**config.mk**
```make
export PLATFORM = sky130hd
export DESIGN_NAME = axi_resp_merge4k
export DESIGN_NICKNAME = d
export VERILOG_FILES = /design/src/rtl/idma_pkg.sv /design/src/rtl/axi_split_flag_fifo.sv /design/src/rtl/axi_resp_merge4k.sv
export SDC_FILE = /design/constraint.sdc
export NUM_CORES = 1
export LEC_CHECK = 0
export BUFFER_PORTS_ARGS = -buffer_cell sky130_fd_sc_hd__buf_2
export CORE_AREA = 2 2 216 218
export CTS_CLUSTER_SIZE = 12
export DETAILED_ROUTE_END_ITERATION = 12
export DIE_AREA = 0 0 218 220
export HOLD_SLACK_MARGIN = 0.15
export RECOVER_POWER = 25
export SYNTH_ARGS = -nofsm -noshare
export SYNTH_HDL_FRONTEND = slang
export SYNTH_SLANG_ARGS = --single-unit
```
**constraint.sdc**
```tcl
create_clock -name aclk -period 3.3 [get_ports aclk]
set_input_delay 0.66 -clock aclk [delete_from_list [all_inputs] [get_ports aclk]]
set_output_delay 0.66 -clock aclk [all_outputs]
set_load 0.005 [all_outputs]
```
**src/rtl/idma_pkg.sv**
```systemverilog
// Shared iDMA definitions: AXI response codes, worst-response helper and the
// write-response merge FSM state type.
package idma_pkg;

   localparam logic [1:0] RESP_OKAY   = 2'b00;
   localparam logic [1:0] RESP_EXOKAY = 2'b01;
   localparam logic [1:0] RESP_SLVERR = 2'b10;
   localparam logic [1:0] RESP_DECERR = 2'b11;

   // Write-response merge states: idle / holding the first half of a split burst
   typedef enum logic {
      B_IDLE,
      B_WAIT2
   } b_state_t;

   // Severity follows the numeric encoding OKAY < EXOKAY < SLVERR < DECERR
   function automatic logic [1:0] resp_worst(input logic [1:0] a, input logic [1:0] b);
      return (a > b) ? a : b;
   endfunction

endpackage

```
**src/rtl/axi_split_flag_fifo.sv**
```systemverilog
// Small in-order FIFO holding one split flag per issued logical burst.
// A push against a full FIFO is taken only if a pop happens in the same cycle;
// a pop against an empty FIFO is ignored. The full flag is registered and
// therefore lags the count by one cycle.
module axi_split_flag_fifo #(
   parameter int unsigned DEPTH = 4,
   parameter int unsigned WIDTH = 1,
   localparam int unsigned AW   = $clog2(DEPTH)
) (
   input  logic             clk,
   input  logic             rst,
   input  logic             push,
   input  logic [WIDTH-1:0] din,
   input  logic             pop,
   output logic [WIDTH-1:0] dout,
   output logic             empty,
   output logic             full,
   output logic [AW:0]      count
);

   localparam logic [AW:0] LP_CNT_FULL = (AW + 1)'(DEPTH);

   logic [WIDTH-1:0] r_mem [DEPTH];
   logic [AW-1:0]    r_wr_ptr;
   logic [AW-1:0]    r_rd_ptr;
   logic [AW:0]      r_count;
   logic             r_full;

   logic             w_do_pop;
   logic             w_do_push;

   assign w_do_pop  = pop & (r_count != '0);
   assign w_do_push = push & ((r_count != LP_CNT_FULL) | w_do_pop);

   // Storage, pointers (wrap naturally at DEPTH), occupancy and registered full
   always_ff @(posedge clk) begin
      if (rst) begin
         for (int unsigned i = 0; i < DEPTH; i++) begin
            r_mem[i] <= '0;
         end
         r_wr_ptr <= '0;
         r_rd_ptr <= '0;
         r_count  <= '0;
         r_full   <= 1'b0;
      end else begin
         if (w_do_push) begin
            r_mem[r_wr_ptr] <= din;
            r_wr_ptr        <= r_wr_ptr + 1'b1;
         end
         if (w_do_pop) begin
            r_rd_ptr <= r_rd_ptr + 1'b1;
         end
         case ({w_do_push, w_do_pop})
            2'b10:   r_count <= r_count + 1'b1;
            2'b01:   r_count <= r_count - 1'b1;
            default: r_count <= r_count;
         endcase
         r_full <= (r_count == LP_CNT_FULL);
      end
   end

   assign dout  = r_mem[r_rd_ptr];
   assign empty = (r_count == '0);
   assign full  = r_full;
   assign count = r_count;

endmodule

```
**src/rtl/axi_resp_merge4k.sv**
```systemverilog
// Rejoins R beats and B responses of logical DMA bursts that the address side
// split at a 4 KiB boundary into two AXI transactions. The intermediate RLAST
// is hidden and the two BRESPs are merged into the worst of the pair. Both
// paths are combinational pass-through gated by a per-direction split-flag FIFO.
module axi_resp_merge4k
   import idma_pkg::*;
#(
   parameter int unsigned AXI_IDW = 4,
   parameter int unsigned DATAW   = 256,
   parameter int unsigned DEPTH   = 4
) (
   input  logic               aclk,
   input  logic               areset,

   input  logic               ar_split_push,
   input  logic               ar_split_flag,
   output logic               ar_split_full,
   input  logic               aw_split_push,
   input  logic               aw_split_flag,
   output logic               aw_split_full,

   input  logic               i_rvalid,
   input  logic               i_rlast,
   input  logic [AXI_IDW-1:0] i_rid,
   input  logic [DATAW-1:0]   i_rdata,
   input  logic [1:0]         i_rresp,
   output logic               o_rready,

   output logic               dma_rvalid,
   output logic               dma_rlast,
   output logic [AXI_IDW-1:0] dma_rid,
   output logic [DATAW-1:0]   dma_rdata,
   output logic [1:0]         dma_rresp,
   input  logic               dma_rready,

   input  logic               i_bvalid,
   input  logic [AXI_IDW-1:0] i_bid,
   input  logic [1:0]         i_bresp,
   output logic               o_bready,

   output logic               dma_bvalid,
   output logic [AXI_IDW-1:0] dma_bid,
   output logic [1:0]         dma_bresp,
   input  logic               dma_bready
);

   localparam int unsigned AW = $clog2(DEPTH);

   // ---------------------------------------------------------------- flag FIFOs
   logic          w_rhead;
   logic          w_rempty;
   logic [AW:0]   w_rcount;
   logic          w_rpop;

   logic          w_bhead;
   logic          w_bempty;
   logic [AW:0]   w_bcount;
   logic          w_bpop;

   logic          w_unused;

   axi_split_flag_fifo #(
      .DEPTH (DEPTH),
      .WIDTH (1)
   ) u_rflag_fifo (
      .clk   (aclk),
      .rst   (areset),
      .push  (ar_split_push),
      .din   (ar_split_flag),
      .pop   (w_rpop),
      .dout  (w_rhead),
      .empty (w_rempty),
      .full  (ar_split_full),
      .count (w_rcount)
   );

   axi_split_flag_fifo #(
      .DEPTH (DEPTH),
      .WIDTH (1)
   ) u_bflag_fifo (
      .clk   (aclk),
      .rst   (areset),
      .push  (aw_split_push),
      .din   (aw_split_flag),
      .pop   (w_bpop),
      .dout  (w_bhead),
      .empty (w_bempty),
      .full  (aw_split_full),
      .count (w_bcount)
   );

   assign w_unused = ^{w_rcount, w_bcount};

   // ----------------------------------------------------------------- read path
   logic r_seg2;
   logic w_r_first;
   logic w_r_hs;

   // First segment of a split burst: its RLAST must not reach the DMA side
   assign w_r_first  = ~w_rempty & w_rhead & ~r_seg2;

   assign dma_rvalid = i_rvalid & ~w_rempty;
   assign o_rready   = dma_rready & ~w_rempty;
   assign dma_rdata  = i_rdata;
   assign dma_rid    = i_rid;
   assign dma_rresp  = i_rresp;
   assign dma_rlast  = i_rlast & ~w_r_first;

   assign w_r_hs     = i_rvalid & o_rready;
   assign w_rpop     = w_r_hs & i_rlast & ~w_r_first;

   // Track whether the second segment of a split read is in flight
   always_ff @(posedge aclk) begin
      if (areset) begin
         r_seg2 <= 1'b0;
      end else if (w_r_hs & i_rlast) begin
         // set at the hidden RLAST, cleared at the real one
         r_seg2 <= w_r_first;
      end
   end

   // ---------------------------------------------------------------- write path
   b_state_t   r_bstate;
   logic [1:0] r_bhold;
   logic       w_b_absorb;

   // Response steering: absorb first half of a split, merge or pass the rest
   always_comb begin
      dma_bvalid = 1'b0;
      o_bready   = 1'b0;
      dma_bresp  = i_bresp;
      w_bpop     = 1'b0;
      w_b_absorb = 1'b0;
      if (!w_bempty) begin
         case (r_bstate)
            B_IDLE: begin
               if (w_bhead) begin
                  o_bready   = 1'b1;
                  w_b_absorb = i_bvalid;
               end else begin
                  dma_bvalid = i_bvalid;
                  o_bready   = dma_bready;
                  w_bpop     = i_bvalid & dma_bready;
               end
            end
            B_WAIT2: begin
               dma_bvalid = i_bvalid;
               o_bready   = dma_bready;
               dma_bresp  = resp_worst(r_bhold, i_bresp);
               w_bpop     = i_bvalid & dma_bready;
            end
            default: begin
               dma_bvalid = 1'b0;
               o_bready   = 1'b0;
            end
         endcase
      end
   end

   assign dma_bid = i_bid;

   // Merge FSM state and held first-half response
   always_ff @(posedge aclk) begin
      if (areset) begin
         r_bstate <= B_IDLE;
         r_bhold  <= RESP_OKAY;
      end else begin
         case (r_bstate)
            B_IDLE: begin
               if (w_b_absorb) begin
                  r_bhold  <= i_bresp;
                  r_bstate <= B_WAIT2;
               end
            end
            B_WAIT2: begin
               if (w_bpop) begin
                  r_bstate <= B_IDLE;
               end
            end
            default: r_bstate <= B_IDLE;
         endcase
      end
   end

endmodule

```
# After elaboration in Yosys (flattened, before gate mapping)

Memories as Yosys holds them, arrays and structs flattened. A register that Yosys moved wholly into a read port is not among the register bits.
Cells that the tools add are included.
Widths: inputs -> output; s select.

Input bits: 279
Memories kept: 2
Bits in registers: 20
Logic and storage cells: 96
Bits in writable memories: 8
Output and inout bits: 275

Memory list:

| memory             | depth | bits a word | read ports | clocked after memory_dff | write ports | line                      | text |
|---|---|---|---|---|---|---|---|
| u_bflag_fifo.r_mem | 4     | 1           | 1          | 1                        | 4           | axi_split_flag_fifo.sv:23 | `logic [WIDTH-1:0] r_mem [DEPTH];` |
| u_rflag_fifo.r_mem | 4     | 1           | 1          | 1                        | 4           | axi_split_flag_fifo.sv:23 |  |

Multiplexer cells: 38
Eq/ne operators: 8
Magnitude comparators: 1
Add/sub/neg operators: 8
Reduce and logical (&&, ||, !) cells: 9
Bitwise gates (word level): 19

Operators by type and width:

| cell                | count |
|---|---|
| $mux 1              | 23 |
| $mux 2              | 9 |
| $and 1x1->1         | 13 |
| $pmux 3 s2          | 2 |
| $add 2x1->2 const B | 4 |
| $pmux 1 s2          | 4 |
| $add 3x1->3 const B | 2 |
| $eq 3x3->1 const B  | 2 |
| $logic_not 3->1     | 2 |
| $ne 3x3->1 const B  | 2 |
| $reduce_bool 3->1   | 2 |
| $sub 3x1->3 const B | 2 |
| $eq 2x1->1 const B  | 2 |
| $eq 2x2->1 const B  | 2 |
| $not 1->1           | 4 |
| $reduce_bool 2->1   | 2 |
| $gt 2x2->1          | 1 |
| $or 1x1->1          | 2 |
| $reduce_and 2->1    | 1 |
| $reduce_or 1->1     | 2 |

# Depth between registers and ports, before layout

Gate-level depths: netlist of the first run.

Depth in word-level cells: 14
Gate-level depth with buffers: 9
Mapped depth without buffers: 9

# By module

A second synthesis of the first run with hierarchy kept.

Cells, all modules: 435
Area, all modules: 3724.8 µm²

By module, submodules not included:

| module              | area an instance (µm²) | sequential area each (µm²) | instances | cells an instance |
|---|---|---|---|---|
| axi_resp_merge4k    | 2333.5                 | 80.1                       | 1         | 305 |
| axi_split_flag_fifo | 695.7                  | 320.3                      | 2         | 65 |

# Worst setup path before layout of the first run

No wires, ideal clock.

Kind: input-to-reg
Start: in dma_bready
End: reg u_bflag_fifo.r_count[2] (netlist: u_bflag_fifo.count[2])
Stages on the path: 9
Required time: 3.230 ns
Setup time: 0.070 ns
Data arrival time: 2.403 ns
Slack: 0.828 ns
Buffers on the path: 0
Cells stage by stage: o311ai_0 a21oi_2 o21ai_2 ha_1 inv_1 fa_1 xor2_1 or3_1 a21oi_1

Word-level cells in the longest chain between the ends: 9
Elaborated cells between the ends (all ways): 11
Classes of those cells: eq/ne: 2; mux: 4; bitwise: 4; reduce/logical: 1

RTL lines:

| item                                                   | line                                             | text |
|---|---|---|
| from (decl)                                            | axi_resp_merge4k.sv:44                           | `input logic dma_bready` |
| $and 1x1->1 (*)                                        | axi_resp_merge4k.sv:143, axi_resp_merge4k.sv:150 |  |
| $mux 1                                                 | axi_resp_merge4k.sv:137                          | `if (w_bhead) begin` |
| $pmux 1 s2 (*)                                         | axi_resp_merge4k.sv:135                          | `case (r_bstate)` |
| $mux 1 (*)                                             | axi_resp_merge4k.sv:134                          | `if (!w_bempty) begin` |
| $and 1x1->1 (*)                                        | axi_split_flag_fifo.sv:32                        | `assign w_do_pop = pop & (r_count != '0);` |
| via u_bflag_fifo.w_do_pop                              | axi_split_flag_fifo.sv:29                        | `logic w_do_pop;` |
| $or 1x1->1                                             | axi_split_flag_fifo.sv:33                        | `assign w_do_push = push & ((r_count != LP_CNT_FULL) \| w_do_pop);` |
| $and 1x1->1                                            | axi_split_flag_fifo.sv:33                        |  |
| $eq 2x1->1 / $eq 2x2->1 (equally long branches)        | axi_split_flag_fifo.sv:53                        | `case ({w_do_push, w_do_pop})` |
| $pmux 3 s2 / $reduce_bool 2->1 (equally long branches) | -                                                |  |
| to (signal assigned)                                   | axi_split_flag_fifo.sv:54                        | `2'b10: r_count <= r_count + 1'b1;` |
| to (signal assigned)                                   | axi_split_flag_fifo.sv:55                        | `2'b01: r_count <= r_count - 1'b1;` |
| to (signal assigned)                                   | axi_split_flag_fifo.sv:56                        | `default: r_count <= r_count;` |
| to (decl)                                              | axi_split_flag_fifo.sv:26                        | `logic [AW:0] r_count;` |

The timed path passes the listed nets; every way through them passes the cells marked *.
A chain may end at the register's enable or synchronous reset.

# Worst setup path in the final report of the first run

Start: reg u_bflag_fifo.r_count[2] (netlist: u_bflag_fifo.count[2])
End: reg u_bflag_fifo.r_count[2] (netlist: u_bflag_fifo.count[2])

Word-level cells in the longest chain between the ends: 7
Elaborated cells between the ends (all ways): 13
Classes of those cells: add/sub: 2; eq/ne: 3; mux: 2; bitwise: 3; reduce/logical: 3

RTL lines:

| item                                                   | line                      | text |
|---|---|---|
| $logic_not 3->1                                        | axi_split_flag_fifo.sv:63 | `assign empty = (r_count == '0);` |
| $mux 1                                                 | axi_resp_merge4k.sv:134   |  |
| $and 1x1->1 (*)                                        | axi_split_flag_fifo.sv:32 |  |
| via u_bflag_fifo.w_do_pop                              | axi_split_flag_fifo.sv:29 |  |
| $or 1x1->1                                             | axi_split_flag_fifo.sv:33 |  |
| $and 1x1->1                                            | axi_split_flag_fifo.sv:33 |  |
| $eq 2x1->1 / $eq 2x2->1 (equally long branches)        | axi_split_flag_fifo.sv:53 |  |
| $pmux 3 s2 / $reduce_bool 2->1 (equally long branches) | -                         |  |

Marked as above.

==> impl_metrics.env, run 1 <==
export IMPL_outcome="finished, final reports clean"
export IMPL_wire_per_inst_um=12.87
export IMPL_layout_commonest_cell="dfxtp_1"
export IMPL_cts_repair_resized=0
export IMPL_worstSetupStartpointType="register"
export IMPL_syn_nets=725
export IMPL_worst_slack_ns=0.6379
export IMPL_gp_congestion=0.6472
export IMPL_async_flop_share=0
export IMPL_grt_first_pass_wirelength_um=13160
export IMPL_irDropWorstVdd_uv=145.4
export IMPL_worstPathMaxFanout=7
export IMPL_fp_dieH_um=220
export IMPL_synth_edff_count=8
export IMPL_setup_viol=0
export IMPL_fmax_ghz=0.3756
export IMPL_cts_path_max_buffers=2
export IMPL_ys_seq_elements=32
export IMPL_htreeDepth=2
export IMPL_post_cts_buffers=0
export IMPL_port_buffers=21
export IMPL_syn_mean_instance_area_um2=8.369
export IMPL_min_period_ns=2.662
export IMPL_drtIter0Drc=78
export IMPL_start_util=0.08029
export IMPL_placed_area_mm2=0.002521
export IMPL_grt_usage=0.04182
export IMPL_netlist_area_mm2=0.003682
export IMPL_seqPwrFrac=0.387
export IMPL_powerDensity_mw_per_mm2=441.3
export IMPL_drt_wl_total_um=10370
export IMPL_ios=554
export IMPL_final_cell_mix="dfxtp_1, nor2_1, buf_2"
export IMPL_power_frac_clock=0.458
export IMPL_drive_above_1_share=0.2211
export IMPL_grt_antenna_before_repair=2
export IMPL_dp_hpwl_um=8407
export IMPL_fin_crit_sh=0.8067
export IMPL_drc=0
export IMPL_drv_slew=0
export IMPL_die_area_mm2=0.04796
export IMPL_firstDrtPassIters=4
export IMPL_maxCapViolations=0
export IMPL_p_int_w=0.0008599
export IMPL_die_w_um=218
export IMPL_worst_pin_slew_ns=0.6021
export IMPL_crit_required_ns=3.52
export IMPL_numClockSinks=32
export IMPL_synth_distinct_cells=50
export IMPL_ys_seq_area_frac=0.1957
export IMPL_hold_buffers=0
export IMPL_endpoint_kind="register"
export IMPL_grt_max_degree=27
export IMPL_hold_viol=0
export IMPL_yosys_most_used_dff="dfxtp_1"
export IMPL_grt_pass1_vias=1826
export IMPL_viasPerCell=2.228
export IMPL_final_util=0.05852
export IMPL_critPathArrivalTime_ns=2.88
export IMPL_clk_pin_slew_ns=0.05
export IMPL_cts_root_buffer="clkbuf_16"
export IMPL_vias=1796
export IMPL_relSlewSlack=0.5981
export IMPL_yosysWarnings=0
export IMPL_p_sw_w=0.0003244
export IMPL_p_sw_frac=0.2740
export IMPL_cts_tree="built"
export IMPL_fp_row_count=79
export IMPL_skew_ns=0.006196
export IMPL_n_antenna_cell=0
export IMPL_grt_overflow=0
export IMPL_final_design_area_no_fill_mm2=0.002684
export IMPL_dp_slack_ns=0.5386
export IMPL_fill_cells=5437
export IMPL_postSynthCellCount=440
export IMPL_nets=483
export IMPL_pwr_share_comb=0.155
export IMPL_rsz0062_at_grt="false"
export IMPL_hp_class="reg -> reg"
export IMPL_crit_type="reg -> reg"
export IMPL_numCtsBuffers=5
export IMPL_syn_to_final_growth_pct=-27.12
export IMPL_detail_route_antenna_nets=0
export IMPL_coreArea_mm2=0.04586
export IMPL_p_leak_nw=0.7632
export IMPL_clk_latency_ns=0.29
export IMPL_holdWs_ns=0.5000
export IMPL_fin_tns_setup_ns=0
## cell usage after synthesis, types with 4 or more instances
cell type,number,area [um^2]
a21oi_1,7,35.03
buf_4,266,1997
dfxtp_1,24,480.5
edfxtp_1,8,240.2
ha_1,4,50.05
inv_1,20,75.07
nand2_1,9,33.78
nor2_1,21,78.83
nor3_1,6,30.03
o21ai_0,10,50.05
o31ai_1,5,37.54
## layout make-up
cell class	count	area, um^2	share of cell area
flip-flops and latches	32	720.7	0.2685
multi-input cells	117	853.3	0.3179
clock buffers	5	125.1	0.04662
repair buffers	22	112.6	0.04196
clock inverters	3	37.54	0.01399
inverters	20	75.07	0.02797
well taps	607	759.5	0.2830
## kinds of logic (layout without fill, tap and decap cells)
logic type               count (synthesis)  count (layout)  share of synthesized area
multiplexers                             8               8                    0.02956
buffers and inverters                  291              50                     0.5725
XOR/XNOR                                 5               5                    0.01189
AND/OR/NAND/NOR                         58              58                    0.08088
AO/OA/AOI/OAI                           40              40                    0.08496
flip-flops                              32              32                     0.1957
adder cells (fa/ha/maj)                  6               6                    0.02447
## layer usage
metal  vias up  track usage  share of wire
met3       135      0.03437           0.17
met4         0      0.05624           0.13
met5         -            0              0
met2       218      0.05884           0.41
li1        673            -              -
met1       770      0.03097           0.29
## final timing paths
kind                                       startpoint  cells past startpoint                    end  slack [ns]
worst min-delay path                       r_bhold[0]                      2             r_bhold[0]        0.50
worst min register to register             r_bhold[0]                      2             r_bhold[0]        0.50
worst max-delay path            u_bflag_fifo.count[2]                      9  u_bflag_fifo.count[2]        0.64
worst max register to register  u_bflag_fifo.count[2]                      9  u_bflag_fifo.count[2]        0.64
## stage by stage
step / instances / total power, W
floorplan: 440 / 0.0008570
global placement: 798 / 0.0006467
finish: 806 / 0.001184
detailed placement: 798 / 0.0006534
CTS: 806 / 0.001224
global route: 806 / 0.001268
## worst max-delay path, stage by stage (launching register included)
cell	delay, ns
dfxtp_1	0.34
o311ai_0	0.49
a21oi_2	0.17
o21ai_2	0.31
ha_1	0.25
inv_1	0.06
fa_1	0.38
xor2_1	0.16
or3_1	0.30
a21oi_1	0.13
## power groups by stage
stage          logic [W]  clock network (W)  registers (W)
3_5_place_dp    0.000186                  0       0.000467
4_1_cts         0.000188           0.000578       0.000458
3_3_place_gp    0.000182                  0       0.000465
6_report        0.000184           0.000542       0.000459
2_1_floorplan   0.000396                  0       0.000461
5_1_grt         0.000211           0.000596       0.000462
Power figures use the tool's default switching activity.
==> run 2: changes to the inputs <==
Settings changed: ABC_AREA set to 1.
Clock period 3.3 ns to 2.5 ns, I/O delays scaled along.
==> run 2 against run 1 <==
Effect of this change: largest power group is now sequential cells; largest cell class unchanged; clock skew shrank 0.0021 ns; critical path type unchanged; setup slack got worse by 0.33 ns; clock-buffer cell count rose by 2; synthesized area increased by 0.20%; combinational power increased by 33%.
==> impl_metrics.env, run 2 <==
export IMPL_outcome="finished, final reports clean"
export IMPL_worstPathMaxFanout=7
export IMPL_drtIter0Drc=59
export IMPL_fin_crit_sh=0.8770
export IMPL_drc=0
export IMPL_drt_wl_total_um=9665
export IMPL_powerDensity_mw_per_mm2=530.0
export IMPL_fmax_ghz=0.4561
export IMPL_grt_overflow=0
export IMPL_power_w=0.001433
export IMPL_p_int_w=0.001027
export IMPL_post_cts_buffers=0
export IMPL_numCtsBuffers=5
export IMPL_cts_path_max_buffers=2
export IMPL_crit_type="reg -> reg"
export IMPL_syn_to_final_growth_pct=-26.72
export IMPL_final_util=0.05895
export IMPL_hp_class="reg -> reg"
export IMPL_rsz0062_at_grt="false"
export IMPL_synth_edff_count=8
export IMPL_cts_repair_resized=0
export IMPL_netlist_area_mm2=0.003690
export IMPL_layout_commonest_cell="inv_1"
export IMPL_irDropWorstVdd_uv=181.5
export IMPL_synth_common_cells="buf_4, inv_1, nand2_1, dfxtp_1, nor2_1"
export IMPL_clk_latency_ns=0.28
export IMPL_vias=1795
export IMPL_yosysTopAreaCell="buf_4"
export IMPL_rr_startpoint="u_bflag_fifo.count[0]"
export IMPL_synth_compound_area_frac=0.05493
export IMPL_clk_pin_slew_ns=0.05
export IMPL_synth_area_leaders="buf_4, dfxtp_1, edfxtp_1, inv_1, nand2_1"
export IMPL_synth_most_common_cell="buf_4"
export IMPL_endpoint_kind="register"
export IMPL_fp_dieH_um=220
export IMPL_ios=554
export IMPL_worst_pin_slew_ns=0.5717
export IMPL_synth_mux_area_frac=0.002713
export IMPL_netlist_area_leader_share=0.5412
export IMPL_reg2reg_slack_ns=0.31
export IMPL_p_sw_w=0.0004063
export IMPL_coreArea_mm2=0.04586
export IMPL_ys_seq_area_frac=0.1953
export IMPL_synth_top_family_by_area="buffers and inverters"
export IMPL_grt_first_pass_wirelength_um=12670
export IMPL_die_area_mm2=0.04796
export IMPL_cts_tree="built"
export IMPL_fp_row_count=79
export IMPL_postSynthCellCount=474
export IMPL_viasPerCell=2.127
export IMPL_hold_depth=1
export IMPL_drv_slew=0
export IMPL_firstDrtPassIters=4
export IMPL_port_buffers=21
export IMPL_grt_max_degree=15
export IMPL_numClockSinks=32
export IMPL_critPathArrivalTime_ns=2.36
export IMPL_min_period_ns=2.192
export IMPL_setup_viol=0
export IMPL_hold_buffers=0
export IMPL_die_w_um=218
export IMPL_syn_mean_instance_area_um2=7.784
export IMPL_holdWs_ns=0.4471
export IMPL_final_cell_mix="inv_1, nand2_1, nor2_1, dfxtp_1, buf_2"
export IMPL_p_sw_frac=0.2835
export IMPL_worstSetupStartpointType="register"
export IMPL_yosysWarnings=0
export IMPL_p_leak_nw=0.9275
export IMPL_rr_worst_depth=12
export IMPL_synth_xor_area_frac=0
export IMPL_async_flop_share=0
export IMPL_start_util=0.08045
export IMPL_detail_route_antenna_nets=0
export IMPL_nets=521
export IMPL_crit_required_ns=2.67
export IMPL_gp_congestion=0.6816
export IMPL_wire_per_inst_um=11.45
export IMPL_grt_pass1_vias=1868
export IMPL_dp_hpwl_um=8017
export IMPL_grt_usage=0.03859
export IMPL_ys_seq_elements=32
export IMPL_yosys_most_used_dff="dfxtp_1"
export IMPL_syn_nets=759
export IMPL_drive_above_1_share=0.2405
export IMPL_synthAdderAreaFrac=0.02442
export IMPL_relSlewSlack=0.6185
export IMPL_hold_viol=0
export IMPL_htreeDepth=2
export IMPL_seqPwrFrac=0.415
export IMPL_regToRegEndpoint="u_bflag_fifo.count[2]"
export IMPL_hp_start="u_rflag_fifo.r_rd_ptr[1]"
export IMPL_synth_simple_area_share=0.1350
export IMPL_pwr_share_comb=0.170
export IMPL_n_antenna_cell=0
export IMPL_synth_distinct_cells=38
export IMPL_maxCapViolations=0
export IMPL_cts_root_buffer="clkbuf_16"
export IMPL_grt_antenna_before_repair=2
export IMPL_skew_ns=0.004091
export IMPL_fin_tns_setup_ns=0
export IMPL_power_frac_clock=0.414
-- run 2: cell families after synthesis --
logic type / after synthesis
adders and majority gates: 6
muxes: 1
and+or+nand+nor: 88
DFF: 32
AOI/OAI and AO/OA: 36
buffers and inverters: 311
-- run 2: critical path, cell delays in order, from the launching register on --
cell	delay [ns]
dfxtp_1	0.35
nor3_4	0.29
nor2_4	0.07
nand3_4	0.13
nand2_4	0.08
nand2_4	0.10
ha_1	0.15
inv_1	0.06
fa_1	0.37
a21oi_1	0.16
o21ai_0	0.11
o21ai_0	0.15
a21oi_1	0.05
-- run 2: layout make-up --
cell class / instances / area (um^2)
inverters: 42 / 157.7
multi-input cells: 131 / 800.8
clock buffers: 7 / 132.6
fillers: 5437 / 43160
well taps: 607 / 759.5
repair buffers: 24 / 127.6
flip-flops and latches: 32 / 720.7
clock inverters: 1 / 5.005
-- run 2: how the worst max path moves through the flow --
stage | depth (start not counted) | startpoint | end
floorplan | 12 | i_bvalid | u_bflag_fifo.count[2]
global route | 12 | u_bflag_fifo.count[0] | u_bflag_fifo.count[2]
detailed placement | 13 | i_bvalid | u_bflag_fifo.count[2]
finish | 12 | u_bflag_fifo.count[0] | u_bflag_fifo.count[2]
CTS | 12 | u_bflag_fifo.count[0] | u_bflag_fifo.count[2]
global placement | 13 | i_bvalid | u_bflag_fifo.count[2]
-- run 2: per-stage QoR --
step                worst slack (ns)  instances  area (um^2)
floorplan                     0.4866        474         3690
global placement              0.2048        836         2566
detailed placement            0.2358        836         2566
CTS                           0.3070        844         2704
global route                  0.1035        844         2704
finish                        0.3076        844         2704
-- run 2: routing by layer --
metal / part of all wire / global-route usage
met5: 0 / 0
met4: 0.15 / 0.05238
met3: 0.21 / 0.03699
met2: 0.37 / 0.04794
met1: 0.28 / 0.03022
-- run 2: power groups by stage --
stage,logic [W],clock network (W),registers (W)
after global routing,0.000283,0.000648,0.000601
after CTS,0.000254,0.000618,0.000595
after global placement,0.000246,0,0.000604
after detailed placement,0.000252,0,0.000606
after floorplan,0.000515,0,0.000600
final,0.000244,0.000594,0.000595
